**config.mk**
```make
export PLATFORM = sky130hd
export DESIGN_NAME = div_unit_flat
export DESIGN_NICKNAME = d
export VERILOG_FILES = /design/src/rtl/div_unit_if.sv /design/src/rtl/div_unit.sv /design/src/flat_wrapper.sv
export SDC_FILE = /design/constraint.sdc
export NUM_CORES = 1
export LEC_CHECK = 0
export ABC_AREA = 1
export BUFFER_PORTS_ARGS = -buffer_cell sky130_fd_sc_hd__clkbuf_2
export CAP_MARGIN = 30
export CELL_PAD_IN_SITES_DETAIL_PLACEMENT = 1
export CELL_PAD_IN_SITES_GLOBAL_PLACEMENT = 1
export CORE_MARGIN = 2
export CORE_UTILIZATION = 40
export DETAILED_ROUTE_END_ITERATION = 12
export HOLD_SLACK_MARGIN = 0.06
export PLACE_DENSITY = 0.87
export SKIP_CTS_REPAIR_TIMING = 1
export SLEW_MARGIN = 0
export SYNTH_ARGS = -nofsm -noshare
export SYNTH_HDL_FRONTEND = slang
export SYNTH_SLANG_ARGS = --single-unit
export TNS_END_PERCENT = 5
```
**constraint.sdc**
```tcl
create_clock -name clk -period 2.4 [get_ports clk]
set_input_delay 0.36 -clock clk [delete_from_list [all_inputs] [get_ports clk]]
set_output_delay 0.36 -clock clk [all_outputs]
set_load 0.03 [all_outputs]
```
**src/rtl/div_unit_if.sv**
```systemverilog
`default_nettype none
// +----------------------------------------------------------------------+
// | div_unit_if : request/result bundle between the EX stage and divider |
// | Revision    : 1.0                                                    |
// +----------------------------------------------------------------------+
interface div_unit_if;
  logic        signed_div_i;
  logic [31:0] opdata1_i;
  logic [31:0] opdata2_i;
  logic        start_i;
  logic        annul_i;
  logic [63:0] result_o;
  logic        ready_o;

  modport master (
    output signed_div_i, opdata1_i, opdata2_i, start_i, annul_i,
    input  result_o, ready_o
  );

  modport slave (
    input  signed_div_i, opdata1_i, opdata2_i, start_i, annul_i,
    output result_o, ready_o
  );
endinterface
`default_nettype wire

```
**src/rtl/div_unit.sv**
```systemverilog
`default_nettype none
// +----------------------------------------------------------------------+
// | div_unit : multi-cycle radix-2 restoring divider, {rem, quot} result |
// | Signed DIV support is built only when DIV_SIGNED_EN is defined.      |
// | Revision : 1.0                                                       |
// +----------------------------------------------------------------------+
module div_unit (
  input  logic        clk,
  input  logic        rst,
  div_unit_if.slave   bus
);

  typedef enum logic [1:0] {
    ST_FREE   = 2'd0,
    ST_BYZERO = 2'd1,
    ST_ON     = 2'd2,
    ST_END    = 2'd3
  } state_t;

  state_t      state_q, state_d;
  logic [5:0]  cnt_q, cnt_d;
  logic [64:0] work_q, work_d;
  logic [31:0] divisor_q, divisor_d;
  logic [63:0] result_q, result_d;
  logic        ready_q, ready_d;

  logic [32:0] trial;
  logic [31:0] mag1;
  logic [31:0] mag2;
  logic [31:0] quot;
  logic [31:0] rem;

  // Partial remainder is always below the divisor, so the 33-bit difference
  // never overflows and bit 32 is a true sign bit.
  assign trial = work_q[64:32] - {1'b0, divisor_q};

`ifdef DIV_SIGNED_EN
  logic neg_quot_q, neg_quot_d;
  logic neg_rem_q, neg_rem_d;

  assign mag1 = (bus.signed_div_i && bus.opdata1_i[31]) ? (32'd0 - bus.opdata1_i) : bus.opdata1_i;
  assign mag2 = (bus.signed_div_i && bus.opdata2_i[31]) ? (32'd0 - bus.opdata2_i) : bus.opdata2_i;
  assign quot = neg_quot_q ? (32'd0 - work_q[31:0])  : work_q[31:0];
  assign rem  = neg_rem_q  ? (32'd0 - work_q[64:33]) : work_q[64:33];

  always_ff @(posedge clk) begin
    if (rst) begin
      neg_quot_q <= 1'b0;
      neg_rem_q  <= 1'b0;
    end else begin
      neg_quot_q <= neg_quot_d;
      neg_rem_q  <= neg_rem_d;
    end
  end

  always_comb begin
    neg_quot_d = neg_quot_q;
    neg_rem_d  = neg_rem_q;
    if (state_q == ST_FREE && bus.start_i && !bus.annul_i) begin
      neg_quot_d = bus.signed_div_i && (bus.opdata1_i[31] ^ bus.opdata2_i[31]);
      neg_rem_d  = bus.signed_div_i && bus.opdata1_i[31];
    end
  end
`else
  logic unused_signed_div;

  assign unused_signed_div = bus.signed_div_i;
  assign mag1 = bus.opdata1_i;
  assign mag2 = bus.opdata2_i;
  assign quot = work_q[31:0];
  assign rem  = work_q[64:33];
`endif

  always_ff @(posedge clk) begin
    if (rst) begin
      state_q   <= ST_FREE;
      cnt_q     <= 6'd0;
      work_q    <= 65'd0;
      divisor_q <= 32'd0;
      result_q  <= 64'd0;
      ready_q   <= 1'b0;
    end else begin
      state_q   <= state_d;
      cnt_q     <= cnt_d;
      work_q    <= work_d;
      divisor_q <= divisor_d;
      result_q  <= result_d;
      ready_q   <= ready_d;
    end
  end

  always_comb begin
    state_d   = state_q;
    cnt_d     = cnt_q;
    work_d    = work_q;
    divisor_d = divisor_q;
    result_d  = result_q;
    ready_d   = ready_q;

    case (state_q)
      ST_FREE: begin
        if (bus.start_i && !bus.annul_i) begin
          if (bus.opdata2_i == 32'd0) begin
            state_d = ST_BYZERO;
          end else begin
            state_d   = ST_ON;
            cnt_d     = 6'd0;
            divisor_d = mag2;
            work_d    = {32'd0, mag1, 1'b0};
          end
        end
      end

      ST_BYZERO: begin
        result_d = 64'd0;
        ready_d  = 1'b1;
        state_d  = ST_END;
      end

      ST_ON: begin
        if (bus.annul_i) begin
          state_d = ST_FREE;
        end else if (cnt_q < 6'd32) begin
          if (trial[32]) begin
            work_d = {work_q[63:0], 1'b0};
          end else begin
            work_d = {trial[31:0], work_q[31:0], 1'b1};
          end
          cnt_d = cnt_q + 6'd1;
        end else begin
          result_d = {rem, quot};
          ready_d  = 1'b1;
          state_d  = ST_END;
        end
      end

      ST_END: begin
        if (!bus.start_i) begin
          state_d  = ST_FREE;
          ready_d  = 1'b0;
          result_d = 64'd0;
        end
      end

      default: begin
        state_d = ST_FREE;
      end
    endcase
  end

  assign bus.result_o = result_q;
  assign bus.ready_o  = ready_q;

endmodule
`default_nettype wire

```
**src/flat_wrapper.sv**
```systemverilog
// flat-port wrapper written by rule: the top's interface ports become plain ports
module div_unit_flat 
  (clk, rst, bus_signed_div_i, bus_opdata1_i, bus_opdata2_i, bus_start_i, bus_annul_i, bus_result_o, bus_ready_o);
  div_unit_if bus_i ();
  input  logic clk;
  input  logic rst;
  input wire logic [$bits(bus_i.signed_div_i)-1:0] bus_signed_div_i;
  input wire logic [$bits(bus_i.opdata1_i)-1:0] bus_opdata1_i;
  input wire logic [$bits(bus_i.opdata2_i)-1:0] bus_opdata2_i;
  input wire logic [$bits(bus_i.start_i)-1:0] bus_start_i;
  input wire logic [$bits(bus_i.annul_i)-1:0] bus_annul_i;
  output wire logic [$bits(bus_i.result_o)-1:0] bus_result_o;
  output wire logic [$bits(bus_i.ready_o)-1:0] bus_ready_o;
  assign bus_i.signed_div_i = bus_signed_div_i;
  assign bus_i.opdata1_i = bus_opdata1_i;
  assign bus_i.opdata2_i = bus_opdata2_i;
  assign bus_i.start_i = bus_start_i;
  assign bus_i.annul_i = bus_annul_i;
  assign bus_result_o = bus_i.result_o;
  assign bus_ready_o = bus_i.ready_o;
  div_unit u_core (.clk(clk), .rst(rst), .bus(bus_i));
endmodule
```
; Word-level counts from Yosys, hierarchy flattened
; Index checks and enable logic that the tools add are counted.
[word_totals]
regBits = 170
inputBits = 69
output_inout_bits = 65
[classes]
n_addsub = 2
magnitude_cmp = 1
eq_ne = 10
muxes = 25
n_bitwise = 1
reduce_logical = 10
[op_table]
columns = op, count
row1 = $mux 65, 5
row2 = $mux 64, 3
row3 = $pmux 64 s3, 1
row4 = $pmux 65 s2, 1
row5 = $sub 33x32->33, 1
row6 = $logic_not 32->1, 1
row7 = $mux 6, 4
row8 = $pmux 6 s2, 1
row9 = $mux 2, 5
row10 = $ne 2x2->1 const B, 4
row11 = $pmux 2 s4, 1
row12 = $add 6x1->6 const B, 1
row13 = $lt 6x6->1 const B, 1
row14 = $reduce_and 3->1, 2
row15 = $reduce_and 5->1, 1
row16 = $eq 2x2->1 const B, 2
row17 = $ne 2x1->1 const B, 2
row18 = $reduce_and 4->1, 1
row19 = $mux 1, 3
row20 = $ne 3x3->1 const B, 1
row21 = $pmux 1 s3, 1
row22 = $reduce_bool 3->1, 1
row23 = $eq 2x1->1 const B, 1
row24 = $logic_not 2->1, 1
row25 = other kinds (4), 4

; Longest topological paths before layout
[depth]
depth_word = 5
depth_mapped = 18
depth_no_buf = 17

; Worst setup path after synthesis
; OpenSTA, ideal clock, no wires.
[synth_path]
path_type = register -> register
from = register u_core.work_q[32]
to = register u_core.work_q[55]
arrival_time_ns = 2.100
t_required_ns = 2.268
path_slack_ns = 0.168
stages_incl_launch_ff = 19
path_buffers = 1
path_cell_list = dfxtp_1 > inv_1 > ha_1 > fa_1 > inv_1 > nand2_1 > nand2_1 > nand3_1 > nand2_1 > nand2_1 > nand2_1 > nand2_1 > nand2_1 > nand2_1 > nand2_2 > buf_2 > nand2_1 > nand3_1 > a21oi_1
[synth_between]
elab_chain_cells = 5
[synth_rtl]
columns = item, line_no
row1 = "start, declared", div_unit.sv:22  ; logic [64:0] work_q, work_d;
row2 = "start signal, assigned", div_unit.sv:85  ; work_q <= work_d;
row3 = $sub 33x32->33, div_unit.sv:35  ; assign trial = work_q[64:32] - {1'b0, divisor_q};
row4 = $mux 65, div_unit.sv:124  ; if (trial[32]) begin
row5 = $mux 65, div_unit.sv:123  ; end else if (cnt_q < 6'd32) begin
row6 = $mux 65, div_unit.sv:121  ; if (bus.annul_i) begin
row7 = $pmux 65 s2, div_unit.sv:100  ; case (state_q)
; Every way passes these cells. The select of a mux whose other input is x is not followed.
; A chain may end at the register's enable or synchronous reset.

; Worst setup path after layout
[layout_path]
from = register u_core.work_q[46]
to = register u_core.work_q[46]
; The elaborated chain is that of the path after synthesis.

==> impl_metrics.env <==
export IMPL_drc=0
export IMPL_synth_edf_count=0
export IMPL_nFillCells=3015
export IMPL_via_per_inst=5.62
export IMPL_cts_path_max_buffers=2
export IMPL_syn_to_final_growth_pct=27.4
export IMPL_antenna_cells=0
export IMPL_port_buffers=132
export IMPL_cap_violations=0
export IMPL_cp_data_required_time_ns=2.74
export IMPL_violations="negative setup slack"
export IMPL_setup_viol=31
export IMPL_r2r_slack_ns=-0.15
export IMPL_fp_dieW_um=157
export IMPL_finalWirelength_um=38500
export IMPL_numCtsBuffers=17
export IMPL_nets=1736
export IMPL_min_period_over_period_pct=106
export IMPL_cts_tree="done"
export IMPL_peakVddDrop_mv=0.533
export IMPL_design_core_area_mm2=0.0227
export IMPL_first_iter_violations=792
export IMPL_powerDensity_mw_per_mm2=966
export IMPL_cts_max_level=4
export IMPL_synth_distinct_cells=32
export IMPL_cts_clk_slew_worst_paths_ns=0.08
export IMPL_grt_pass1_wl_um=53700
export IMPL_ys_ff_latch=170
export IMPL_track_usage_pct=27.5
export IMPL_routedWlPerCell_um=19.9
export IMPL_holdPathEnd="u_core.divisor_q[14]"
export IMPL_die_y_um=157
export IMPL_tightest_slew_ns=0.630
export IMPL_crit_path_end_kind="flip-flop"
export IMPL_start_kind="flip-flop"
export IMPL_postRouteAntennaNets=0
export IMPL_hold_viol_final=0
export IMPL_drive_gt1_share_pct=19.7
export IMPL_leakagePower_nw=5.97
export IMPL_r2r_end="u_core.work_q[46]"
export IMPL_syn_inst=1472
export IMPL_initial_utilization_pct=41.0
export IMPL_ff2ff_path_depth=15
export IMPL_total_power_w=0.0115
export IMPL_grt_pass1_vias=10600
export IMPL_fmax_mhz=393
export IMPL_dr_pass1_iters=6
export IMPL_cts_root_buf="clkbuf_16"
export IMPL_synth_main_ff_cell="dfxtp_1"
export IMPL_fin_crit_ns=2.55
export IMPL_clock_latency_ns=0.45
export IMPL_ys_warn_count=0
export IMPL_fin_setup_tns_ns=-1.92
export IMPL_dieArea_mm2=0.0245
export IMPL_hold_path_class="primary input to flip-flop"
export IMPL_antenna_found_initial=0
export IMPL_synth_net_count=1575
export IMPL_ys_seq_area_share_pct=36.6
export IMPL_gp_congestion=0.901
export IMPL_cts_sinks=170
export IMPL_slew_limit_headroom_pct=58.0
export IMPL_rsz0062_at_grt="true"
export IMPL_crit_arrival_ns=2.89
export IMPL_syn_avg_cell_area_um2=6.32
export IMPL_utilization_pct=52.2
export IMPL_vias=10900
export IMPL_hpwl_um=23300
export IMPL_drv_slew=0
export IMPL_whs_path_depth=3
export IMPL_syn_area_mm2=0.00931
export IMPL_worstHoldStart="bus_opdata2_i[14]"
export IMPL_grt_start_max_net_pins=79
export IMPL_r2r_start="u_core.work_q[46]"
export IMPL_io_pins=134
export IMPL_async_reset_ff_share_pct=0
export IMPL_worstSetupPathType="flip-flop to flip-flop"
export IMPL_clock_skew_ns=0.0105
export IMPL_gr_total_overflow=0
export IMPL_rows=55
export IMPL_outcome="complete, but fails checks"
export IMPL_layout_setup_ws_ns=-0.147
export IMPL_cp_max_fo=6
[cells in the mapped netlist, types with 3 or more instances]
library cell | instances | area [um^2]
buf_1 | 5 | 18.8
o21bai_1 | 3 | 22.5
o21ai_1 | 46 | 230
ha_1 | 33 | 413
nand4_1 | 12 | 75.1
inv_1 | 163 | 612
o21ai_0 | 108 | 541
xor2_1 | 12 | 105
inv_2 | 4 | 15.0
nand2_2 | 3 | 18.8
nand3_1 | 55 | 275
clkbuf_1 | 36 | 135
xnor2_1 | 6 | 52.6
nor4_1 | 9 | 56.3
buf_2 | 28 | 140
a21oi_1 | 125 | 626
nor3_1 | 3 | 15.0
dfxtp_1 | 170 | 3400
nor2_1 | 191 | 717
nand3b_1 | 9 | 67.6
nand2_1 | 437 | 1640
[cell families (layout without fill, tap and decap cells)]
group,Yosys count,in the layout,synth area share [%]
compound gates,290,290,15.9
xor+xnor,18,18,1.69
fa+ha+maj,34,34,4.65
buf+inv,237,410,9.98
flops,170,170,36.6
simple gates,723,724,31.2
[sequential cells by signal, indices dropped and copies added (netlist names)]
name	count
u_core.divisor_q	32
u_core.state_q	2
u_core.work_q	65
u_core.cnt_q	6
u_core.bus.ready_o	1
u_core.bus.result_o	64
[metal layers]
metal / up-vias / part of all wire, % / global-route usage [%]
met5: - / 0 / 0
met1: 5280 / 40 / 33.6
met3: 143 / 5.8 / 4.46
li1: 5004 / - / -
met4: 0 / 5.8 / 12.0
met2: 423 / 48 / 47.8
[worst max-delay path by stage]
| stage | start | depth (start not counted) | slack (ns) | to |
|---|---|---|---|---|
| 4_1_cts | u_core.work_q[32] | 18 | -0.20 | u_core.work_q[42] |
| 2_1_floorplan | u_core.work_q[32] | 18 | 0.17 | u_core.work_q[55] |
| 3_5_place_dp | bus_opdata2_i[16] | 12 | -0.11 | u_core.divisor_q[5] |
| 3_3_place_gp | bus_opdata2_i[16] | 12 | -0.07 | u_core.divisor_q[29] |
| 6_report | u_core.work_q[46] | 15 | -0.15 | u_core.work_q[46] |
| 5_1_grt | u_core.divisor_q[11] | 16 | -0.22 | u_core.work_q[46] |
[critical path: stages (launching register included)]
cell and delay (ns):
dfxtp_1 0.46, ha_1 0.30, nand2_1 0.10, inv_1 0.07, nand2_2 0.11, inv_1 0.07, a21oi_2 0.21, nand2_4 0.08
nand2_4 0.11, nand2_4 0.07, nand2_1 0.10, nand2_4 0.12, buf_6 0.17, nand2_1 0.06, nand3_1 0.09, a21oi_1 0.30
[placed cells by master, fill, tap and decap left out, types with 3 or more instances in the layout]
| cell | Yosys | layout |
|---|---|---|
| nand4_1 | 12 | 12 |
| buf_4 | 1 | 59 |
| buf_12 | 0 | 13 |
| nand3b_1 | 9 | 9 |
| inv_8 | 0 | 5 |
| clkbuf_2 | 0 | 132 |
| nand2_4 | 0 | 6 |
| o21ai_0 | 108 | 107 |
| nand3_2 | 0 | 4 |
| xor2_1 | 12 | 12 |
| nand2_2 | 3 | 20 |
| buf_6 | 0 | 3 |
| o21bai_1 | 3 | 3 |
| clkbuf_16 | 0 | 21 |
| a21oi_1 | 125 | 115 |
| nor2_4 | 2 | 4 |
| nand2_1 | 437 | 414 |
| xnor2_1 | 6 | 6 |
| nor4_1 | 9 | 9 |
| dfxtp_2 | 0 | 7 |
| dfxtp_1 | 170 | 163 |
| inv_2 | 4 | 5 |
| ha_4 | 0 | 11 |
| ha_1 | 33 | 20 |
| nor2_2 | 0 | 4 |
| nand3_1 | 55 | 49 |
| inv_1 | 163 | 161 |
| o21ai_1 | 46 | 45 |
| a21oi_2 | 1 | 11 |
| nor2_1 | 191 | 186 |
[cell type report]
cell class	instances	area (um^2)	share of cell area, %
clock buffer	19	453	3.82
clock inverter	13	174	1.47
inverter	167	628	5.30
timing repair buffer	211	1500	12.6
tap	285	357	3.01
multi-input combinational	1066	5330	45.0
sequential	170	3410	28.8
[through the flow]
stage / std cells / setup WS (ns) / hold WS [ns] / instance area [um^2]
6_report: 1931 / -0.147 / 0.157 / 11900
5_1_grt: 1931 / -0.217 / 0.164 / 11900
4_1_cts: 1921 / -0.200 / 0.162 / 11300
3_5_place_dp: 1889 / -0.108 / 0.472 / 10700
3_3_place_gp: 1889 / -0.0735 / 0.463 / 10700
2_1_floorplan: 1472 / 0.168 / 0.453 / 9310
[report_power, final]
part           switching (W)  internal (W)  leakage (nW)  total (W)
logic                0.00332       0.00171          4.28    0.00503
registers           0.000237       0.00313          1.39    0.00336
clock network        0.00142       0.00165         0.303    0.00306
total                0.00497       0.00648          5.97     0.0115
Note: power is estimated with default switching activity, not from simulation.
